### src/rtl/sub_seq_ctrl_if.sv
// Request/response bundle for sub_seq_ctrl: operand request channel and
// difference/flag response channel, both valid/ready.
interface sub_seq_ctrl_if #(
  parameter int NBYTES = 4
);
  localparam int W = 8 * NBYTES;

  logic         req_valid;
  logic         req_ready;
  logic [W-1:0] req_a;
  logic [W-1:0] req_b;
  logic         req_bin;

  logic         resp_valid;
  logic         resp_ready;
  logic [W-1:0] resp_diff;
  logic         resp_borrow;
  logic         resp_zero;
  logic         resp_ovf;

  // Issue side: presents operands, consumes results.
  modport master (
    output req_valid, req_a, req_b, req_bin, resp_ready,
    input  req_ready, resp_valid, resp_diff, resp_borrow, resp_zero, resp_ovf
  );

  // Controller side.
  modport slave (
    input  req_valid, req_a, req_b, req_bin, resp_ready,
    output req_ready, resp_valid, resp_diff, resp_borrow, resp_zero, resp_ovf
  );
endinterface

### src/rtl/sub_seq_ctrl.sv
// Multi-byte subtract sequencer: walks the operands LSB byte first through
// one shared combinational 8-bit ripple-borrow slice, one byte per clock,
// and returns difference, borrow, zero and signed-overflow flags.
module sub_seq_ctrl #(
  parameter int NBYTES = 4
) (
  input  logic        clk,
  input  logic        rst,
  sub_seq_ctrl_if.slave bus,
  output logic [7:0]  sl_a,
  output logic [7:0]  sl_b,
  output logic        sl_cin,
  input  logic [7:0]  sl_sub,
  input  logic        sl_out
);
  localparam int W  = 8 * NBYTES;
  localparam int IW = (NBYTES > 1) ? $clog2(NBYTES) : 1;

  localparam logic [1:0] IDLE = 2'd0;
  localparam logic [1:0] RUN  = 2'd1;
  localparam logic [1:0] DONE = 2'd2;

  localparam logic [IW-1:0] LAST = IW'(NBYTES - 1);

  logic [1:0]    state;
  logic [IW-1:0] idx;
  logic          brw;
  logic [W-1:0]  a_reg;
  logic [W-1:0]  b_reg;
  logic [W-1:0]  diff_reg;

  // Sequencer: latch operands, step one byte per cycle, hold result until taken.
  always_ff @(posedge clk) begin
    if (rst) begin
      state    <= IDLE;
      idx      <= '0;
      brw      <= 1'b0;
      a_reg    <= '0;
      b_reg    <= '0;
      diff_reg <= '0;
    end else begin
      case (state)
        IDLE: begin
          if (bus.req_valid) begin
            a_reg <= bus.req_a;
            b_reg <= bus.req_b;
            brw   <= bus.req_bin;
            idx   <= '0;
            state <= RUN;
          end
        end
        RUN: begin
          brw <= sl_out;
          for (int unsigned i = 0; i < NBYTES; i++) begin
            if (idx == IW'(i)) diff_reg[8*i +: 8] <= sl_sub;
          end
          // idx parks on the top byte rather than wrapping.
          if (idx == LAST) state <= DONE;
          else             idx   <= idx + 1'b1;
        end
        DONE: begin
          if (bus.resp_ready) state <= IDLE;
        end
        default: state <= IDLE;
      endcase
    end
  end

  // Slice operand mux: current byte in RUN, quiet zeros otherwise.
  always_comb begin
    sl_a   = '0;
    sl_b   = '0;
    sl_cin = 1'b0;
    if (state == RUN) begin
      sl_cin = brw;
      for (int unsigned i = 0; i < NBYTES; i++) begin
        if (idx == IW'(i)) begin
          sl_a = a_reg[8*i +: 8];
          sl_b = b_reg[8*i +: 8];
        end
      end
    end
  end

  assign bus.req_ready   = (state == IDLE);
  assign bus.resp_valid  = (state == DONE);
  assign bus.resp_diff   = diff_reg;
  assign bus.resp_borrow = brw;
  assign bus.resp_zero   = ~|diff_reg;
  assign bus.resp_ovf    = (a_reg[W-1] ^ b_reg[W-1]) & (diff_reg[W-1] ^ a_reg[W-1]);
endmodule

### src/flat_wrapper.sv
// flat-port wrapper written by rule: the top's interface ports become plain ports
module sub_seq_ctrl_flat 
#(
  parameter int NBYTES = 4
)
  (clk, rst, sl_a, sl_b, sl_cin, sl_sub, sl_out, bus_req_valid, bus_req_a, bus_req_b, bus_req_bin, bus_resp_ready, bus_req_ready, bus_resp_valid, bus_resp_diff, bus_resp_borrow, bus_resp_zero, bus_resp_ovf);
  sub_seq_ctrl_if #(.NBYTES(NBYTES)) bus_i ();
  input  logic clk;
  input  logic rst;
  output logic [7:0] sl_a;
  output logic [7:0] sl_b;
  output logic sl_cin;
  input  logic [7:0] sl_sub;
  input  logic sl_out;
  input wire logic [$bits(bus_i.req_valid)-1:0] bus_req_valid;
  input wire logic [$bits(bus_i.req_a)-1:0] bus_req_a;
  input wire logic [$bits(bus_i.req_b)-1:0] bus_req_b;
  input wire logic [$bits(bus_i.req_bin)-1:0] bus_req_bin;
  input wire logic [$bits(bus_i.resp_ready)-1:0] bus_resp_ready;
  output wire logic [$bits(bus_i.req_ready)-1:0] bus_req_ready;
  output wire logic [$bits(bus_i.resp_valid)-1:0] bus_resp_valid;
  output wire logic [$bits(bus_i.resp_diff)-1:0] bus_resp_diff;
  output wire logic [$bits(bus_i.resp_borrow)-1:0] bus_resp_borrow;
  output wire logic [$bits(bus_i.resp_zero)-1:0] bus_resp_zero;
  output wire logic [$bits(bus_i.resp_ovf)-1:0] bus_resp_ovf;
  assign bus_i.req_valid = bus_req_valid;
  assign bus_i.req_a = bus_req_a;
  assign bus_i.req_b = bus_req_b;
  assign bus_i.req_bin = bus_req_bin;
  assign bus_i.resp_ready = bus_resp_ready;
  assign bus_req_ready = bus_i.req_ready;
  assign bus_resp_valid = bus_i.resp_valid;
  assign bus_resp_diff = bus_i.resp_diff;
  assign bus_resp_borrow = bus_i.resp_borrow;
  assign bus_resp_zero = bus_i.resp_zero;
  assign bus_resp_ovf = bus_i.resp_ovf;
  sub_seq_ctrl #(.NBYTES(NBYTES)) u_core (.clk(clk), .rst(rst), .bus(bus_i), .sl_a(sl_a), .sl_b(sl_b), .sl_cin(sl_cin), .sl_sub(sl_sub), .sl_out(sl_out));
endmodule
### config.mk
export PLATFORM = sky130hd
export DESIGN_NAME = sub_seq_ctrl_flat
export DESIGN_NICKNAME = d
export VERILOG_FILES = /design/src/rtl/sub_seq_ctrl_if.sv /design/src/rtl/sub_seq_ctrl.sv /design/src/flat_wrapper.sv
export SDC_FILE = /design/constraint.sdc
export NUM_CORES = 1
export LEC_CHECK = 0
export ABC_CLOCK_PERIOD_IN_PS = 2400
export CELL_PAD_IN_SITES_DETAIL_PLACEMENT = 1
export CELL_PAD_IN_SITES_GLOBAL_PLACEMENT = 2
export CORE_ASPECT_RATIO = 1.5
export CORE_MARGIN = 2
export CORE_UTILIZATION = 27
export DETAILED_ROUTE_END_ITERATION = 16
export GPL_TIMING_DRIVEN = 1
export PLACE_DENSITY = 0.79
export SYNTH_ARGS = -nofsm -noshare
export SYNTH_HDL_FRONTEND = slang
export SYNTH_SLANG_ARGS = --single-unit
### constraint.sdc
create_clock -name clk -period 2.4 [get_ports clk]
set_input_delay 0.48 -clock clk [delete_from_list [all_inputs] [get_ports clk]]
set_output_delay 0.48 -clock clk [all_outputs]
set_load 0.01 [all_outputs]
# Yosys cells after proc, flatten, opt, wreduce, memory -nomap -nowiden
# Index checks and enable logic that the tools add are counted.
# word_totals
ff_bits	101
input_bits	78
elab_cells	55
# op_classes
n_addsub	1
eq_ne	9
muxes	20
n_bitwise	3
n_reduce_logical	13
# op_table
operator	n
8-bit 2-to-1 mux	10
32-bit OR reduction	1
2-bit AND reduction	6
2-bit 2-to-1 mux	5
2-bit == test (second input constant)	3
2-bit != test (second input constant)	3
2-bit case mux with 3 select lines	1
3-bit AND reduction	2
2-bit by 1-bit == test with 1-bit output (second input constant)	2
2-bit zero test	2
2-bit case mux with 2 select lines	1
2-bit by 1-bit adder with 2-bit output (second input constant)	1
1-bit 2-to-1 mux	2
2-bit by 1-bit != test with 1-bit output (second input constant)	1
1-bit case mux with 2 select lines	1
2-bit nonzero test	1
1-bit XOR	2
1-bit AND	1
1-bit zero test	1

# Logic depth before layout (Yosys ltp)
# Gate-level depths: netlist (run 1).
# depth
word_depth	6
depth_mapped	8
ltp_nobuf	5

# Least setup slack after synthesis (run 1)
# No wires, ideal clock.
# synth_timing
path_type	reg2out
start	register u_core.idx[1]
end	output sl_b[2]
t_arrival_ns	1.527
required_time_ns	1.920
slack_ns	0.393
path_stages_with_launch	9
cell_sequence	dfxtp_1 > inv_1 > ha_1 > buf_2 > nor2b_4 > buf_6 > buf_8 > a221oi_2 > o41ai_2
# synth_between
elab_chain_len	6
# synth_lines
item	line	text
from (decl)	sub_seq_ctrl.sv:26	logic [IW-1:0] idx;
from (signal assigned)	sub_seq_ctrl.sv:59	else idx <= idx + 1'b1;
2-bit zero test	sub_seq_ctrl.sv:77	if (idx == IW'(i)) begin
8-bit 2-to-1 mux (3 in a row)	sub_seq_ctrl.sv:77	
8-bit 2-to-1 mux (*)	sub_seq_ctrl.sv:77	
8-bit 2-to-1 mux (*)	sub_seq_ctrl.sv:74	if (state == RUN) begin
to (decl)	flat_wrapper.sv:11	output logic [7:0] sl_b;
# Mark *: on every way between the ends. The rest lies on a longest branch, timed or not.

# Worst setup path in the final report (run 1)
# layout_timing
start	register u_core.idx[0]
end	output sl_a[6]
# layout_between
elab_chain_len	6
# layout_lines
item	line	text
2-bit zero test	sub_seq_ctrl.sv:77	
8-bit 2-to-1 mux (3 in a row)	sub_seq_ctrl.sv:77	
8-bit 2-to-1 mux (*)	sub_seq_ctrl.sv:77	
8-bit 2-to-1 mux (*)	sub_seq_ctrl.sv:74	
to (decl)	flat_wrapper.sv:10	output logic [7:0] sl_a;
# Marked as above.

==> flow_summary.json, run 1 <==
{
  "setup.worst_path.end_class": "primary output",
  "clock_sinks": 101,
  "ys_warn_count": 0,
  "grtUsageMet3": 0.02929,
  "hold_path_startpoint": "u_core.b_reg[16]",
  "h-tree-depth": 3,
  "hpwl_mm": 11.45,
  "post-route-period-util": 1.017,
  "setup_tns_ps": -87.42,
  "place_congestion": 0.8182,
  "grt_first_pass_wirelength_mm": 24.43,
  "finalPower_uw": 4015,
  "drive_above_1_share": 0.1637,
  "slew_headroom": 0.7528,
  "setup_viol": 4,
  "wl_per_cell_um": 17.44,
  "core_um2": 16260,
  "fill_cells": 1968,
  "layout.area.seq_um2": 2029,
  "final_max_slew_viol_count": 0,
  "rsz0062_at_grt": "yes",
  "drt_iter0_drc": 178,
  "cts_hold_repair.buffers": 0,
  "pin_count": 132,
  "met2_usage": 0.3207,
  "status": "finished, violations left",
  "criticalPathCategory": "reg2out",
  "first_pass_iters": 4,
  "synth.yosys.seq_area_share": 0.4504,
  "cts.path.max_buffers": 2,
  "rr_startpoint": "u_core.idx[0]",
  "ys_types": 30,
  "grtUsageTotal": 0.1786,
  "path_max_fanout": 7,
  "crit_path_start_kind": "flip-flop",
  "drc": 0,
  "stdcell_area_um2": 6549,
  "drtAntennaViolNets": 0,
  "violations": "setup timing",
  "drv_cap": 0,
  "cp-startpoint": "u_core.idx[0]",
  "start_util": 0.2761,
  "cts_root_buf": "clkbuf_16",
  "die_w_um": 109.3,
  "worst_slew_pin_slew_ps": 366.7,
  "fin_ws_ps": -41.82,
  "grt.overflow.total": 0,
  "hold_viol": 0,
  "leakage_uw": 0.002414,
  "syn_area_um2": 4489,
  "rows": 57,
  "cts-buffers-inserted": 9,
  "peakVddDrop_v": 0.0002619,
  "cp.arrival_ps": 1960,
  "cts_tree": "yes",
  "multi_input_area_um2": 2349,
  "routed-via-count": 4402,
  "synth_nets": 634,
  "regToRegSetupSlack_ps": 680,
  "ys_seq_elements": 101,
  "place_inst": 872,
  "hold_path_class": "reg2reg",
  "drt-total-wl_mm": 15.54,
  "area_growth_syn_to_layout_pct": 45.88,
  "p_per_area_nw_per_um2": 613.0,
  "port_buffers": 131,
  "placed_area_um2": 6092,
  "viasPerCell": 4.941,
  "nets": 761,
  "final_cells": 891,
  "hold_ws_ps": 458.0,
  "grt_max_degree": 46,
  "fmax_ghz": 0.4095,
  "antenna_found_initial": 1,
  "hold_depth": 2,
  "grt_most_used_layer": "met2",
  "period_minus_slack_ps": 2442,
  "required_ps": 1920,
  "die_area_um2": 17700,
  "clock_latency_ps": 350,
  "globalRouteMet1Util": 0.2051,
  "r2r_cells": 8,
  "die_h_um": 161.9,
  "grt_pass1_vias": 4694,
  "fin_worst_skew_ps": 10.90,
  "synthCells": 552,
  "syn_avg_cell_area_um2": 8.133,
  "path_clk_slew_ps": 60
}
kinds of logic after synthesis:
family                     Yosys count  share of synthesized area
AOI/OAI and AO/OA                  134                     0.2079
buffers and inverters               54                    0.07163
and+or+nand+nor                    258                     0.2567
DFF                                101                     0.4504
muxes                                1                   0.002230
adders and majority gates            4                    0.01115
placed cells by master (no fill, tap or decap), types with 3 or more instances in the layout:
| master | instances |
|---|---|
| nand2_1 | 162 |
| clkdlybuf4s50_1 | 114 |
| a21oi_1 | 99 |
| dfxtp_1 | 99 |
| nand3_1 | 50 |
| buf_4 | 26 |
| nor2b_1 | 17 |
| o41ai_2 | 14 |
| buf_2 | 14 |
| a221oi_2 | 11 |
| clkbuf_16 | 9 |
| buf_6 | 7 |
| nor2_1 | 5 |
| nor4_2 | 5 |
| nor4_1 | 4 |
| nand3b_1 | 4 |
| ha_4 | 4 |
| buf_12 | 4 |
| a221oi_4 | 3 |
synth_stat cells, drive strengths merged:
cell,count,share of area
a21oi,99,0.11
clkbuf,19,0.016
nand2,162,0.14
nand4,2,0.0028
mux2i,1,0.0022
o41ai,16,0.048
nor4,9,0.013
nor3b,1,0.0028
nand3b,4,0.0067
o211ai,2,0.0033
a221oi,16,0.045
or3b,1,0.0020
o21ai,1,0.0011
nor3,2,0.0022
nor2b,19,0.028
nand3,50,0.056
inv,3,0.0025
nor2,5,0.0042
and2,1,0.0014
ha,4,0.011
dfxtp,101,0.45
buf,32,0.053
nand2b,2,0.0028
metrics by stage:
stage          setup WS [ps]    util
6_report              -41.82  0.4027
3_3_place_gp          -239.7  0.3747
4_1_cts               -6.923  0.3981
3_5_place_dp          -317.5  0.3747
5_1_grt               -81.77  0.4027
2_1_floorplan          393.0       -
power by group:
group | leakage, uW | total (uW) | switching, uW | internal (uW)
Clock | 0.000150 | 1510 | 640 | 867
Combinational | 0.00144 | 687 | 347 | 341
Sequential | 0.000827 | 1820 | 64.2 | 1760
layer usage:
| layer | part of all wire | routed length (um) | vias to the layer above |
|---|---|---|---|
| met4 | 0.029 | 453 | 0 |
| met3 | 0.038 | 583 | 25 |
| met5 | 0 | 0 | - |
| li1 | - | - | 2164 |
| met2 | 0.52 | 8145 | 107 |
| met1 | 0.41 | 6360 | 2106 |
final timing paths:
path | to
worst max-delay path | sl_a[6]
worst min-delay path | u_core.b_reg[16]
worst max register to register | u_core.bus.resp_diff[13]
worst min register to register | u_core.b_reg[16]
layout make-up:
cell class / count / area share
Timing Repair Buffer: 167 / 0.2428
Antenna cell: 1 / 0.0003821
Clock inverter: 3 / 0.006687
Multi-Input combinational cell: 397 / 0.3586
Tap cell: 206 / 0.03936
Clock buffer: 13 / 0.03974
Sequential cell: 101 / 0.3099
Inverter: 3 / 0.002484
worst max-delay path, cell delays in order (launching register included):
cell	delay, ps
dfxtp_4	360
buf_6	120
ha_4	160
nor2b_4	200
buf_6	180
a221oi_2	70
o41ai_2	310
buf_2	210
timing repair:
action	CTS	global route
pin swaps	15	7
setup endpoints to repair	18	16
gates resized for setup	89	20
buffers inserted	6	0
(Power assumes the default switching activity.)
==> inputs of run 2 (changes only) <==
--- a/config.mk
+++ b/config.mk
@@ -6,6 +6,7 @@
 export NUM_CORES = 1
 export LEC_CHECK = 0
 export ABC_CLOCK_PERIOD_IN_PS = 2400
+export CAP_MARGIN = 20
 export CELL_PAD_IN_SITES_DETAIL_PLACEMENT = 1
 export CELL_PAD_IN_SITES_GLOBAL_PLACEMENT = 2
 export CORE_ASPECT_RATIO = 1.5
==> results of run 2 <==
No change in the layout: final DEF, timing and power equal those of run 1.
==> inputs of run 3 (changes only) <==
--- a/config.mk
+++ b/config.mk
@@ -5,7 +5,6 @@
 export SDC_FILE = /design/constraint.sdc
 export NUM_CORES = 1
 export LEC_CHECK = 0
-export ABC_CLOCK_PERIOD_IN_PS = 2400
 export CAP_MARGIN = 20
 export CELL_PAD_IN_SITES_DETAIL_PLACEMENT = 1
 export CELL_PAD_IN_SITES_GLOBAL_PLACEMENT = 2
==> results of run 3 <==
No change in the layout: final DEF, timing and power equal those of run 1.
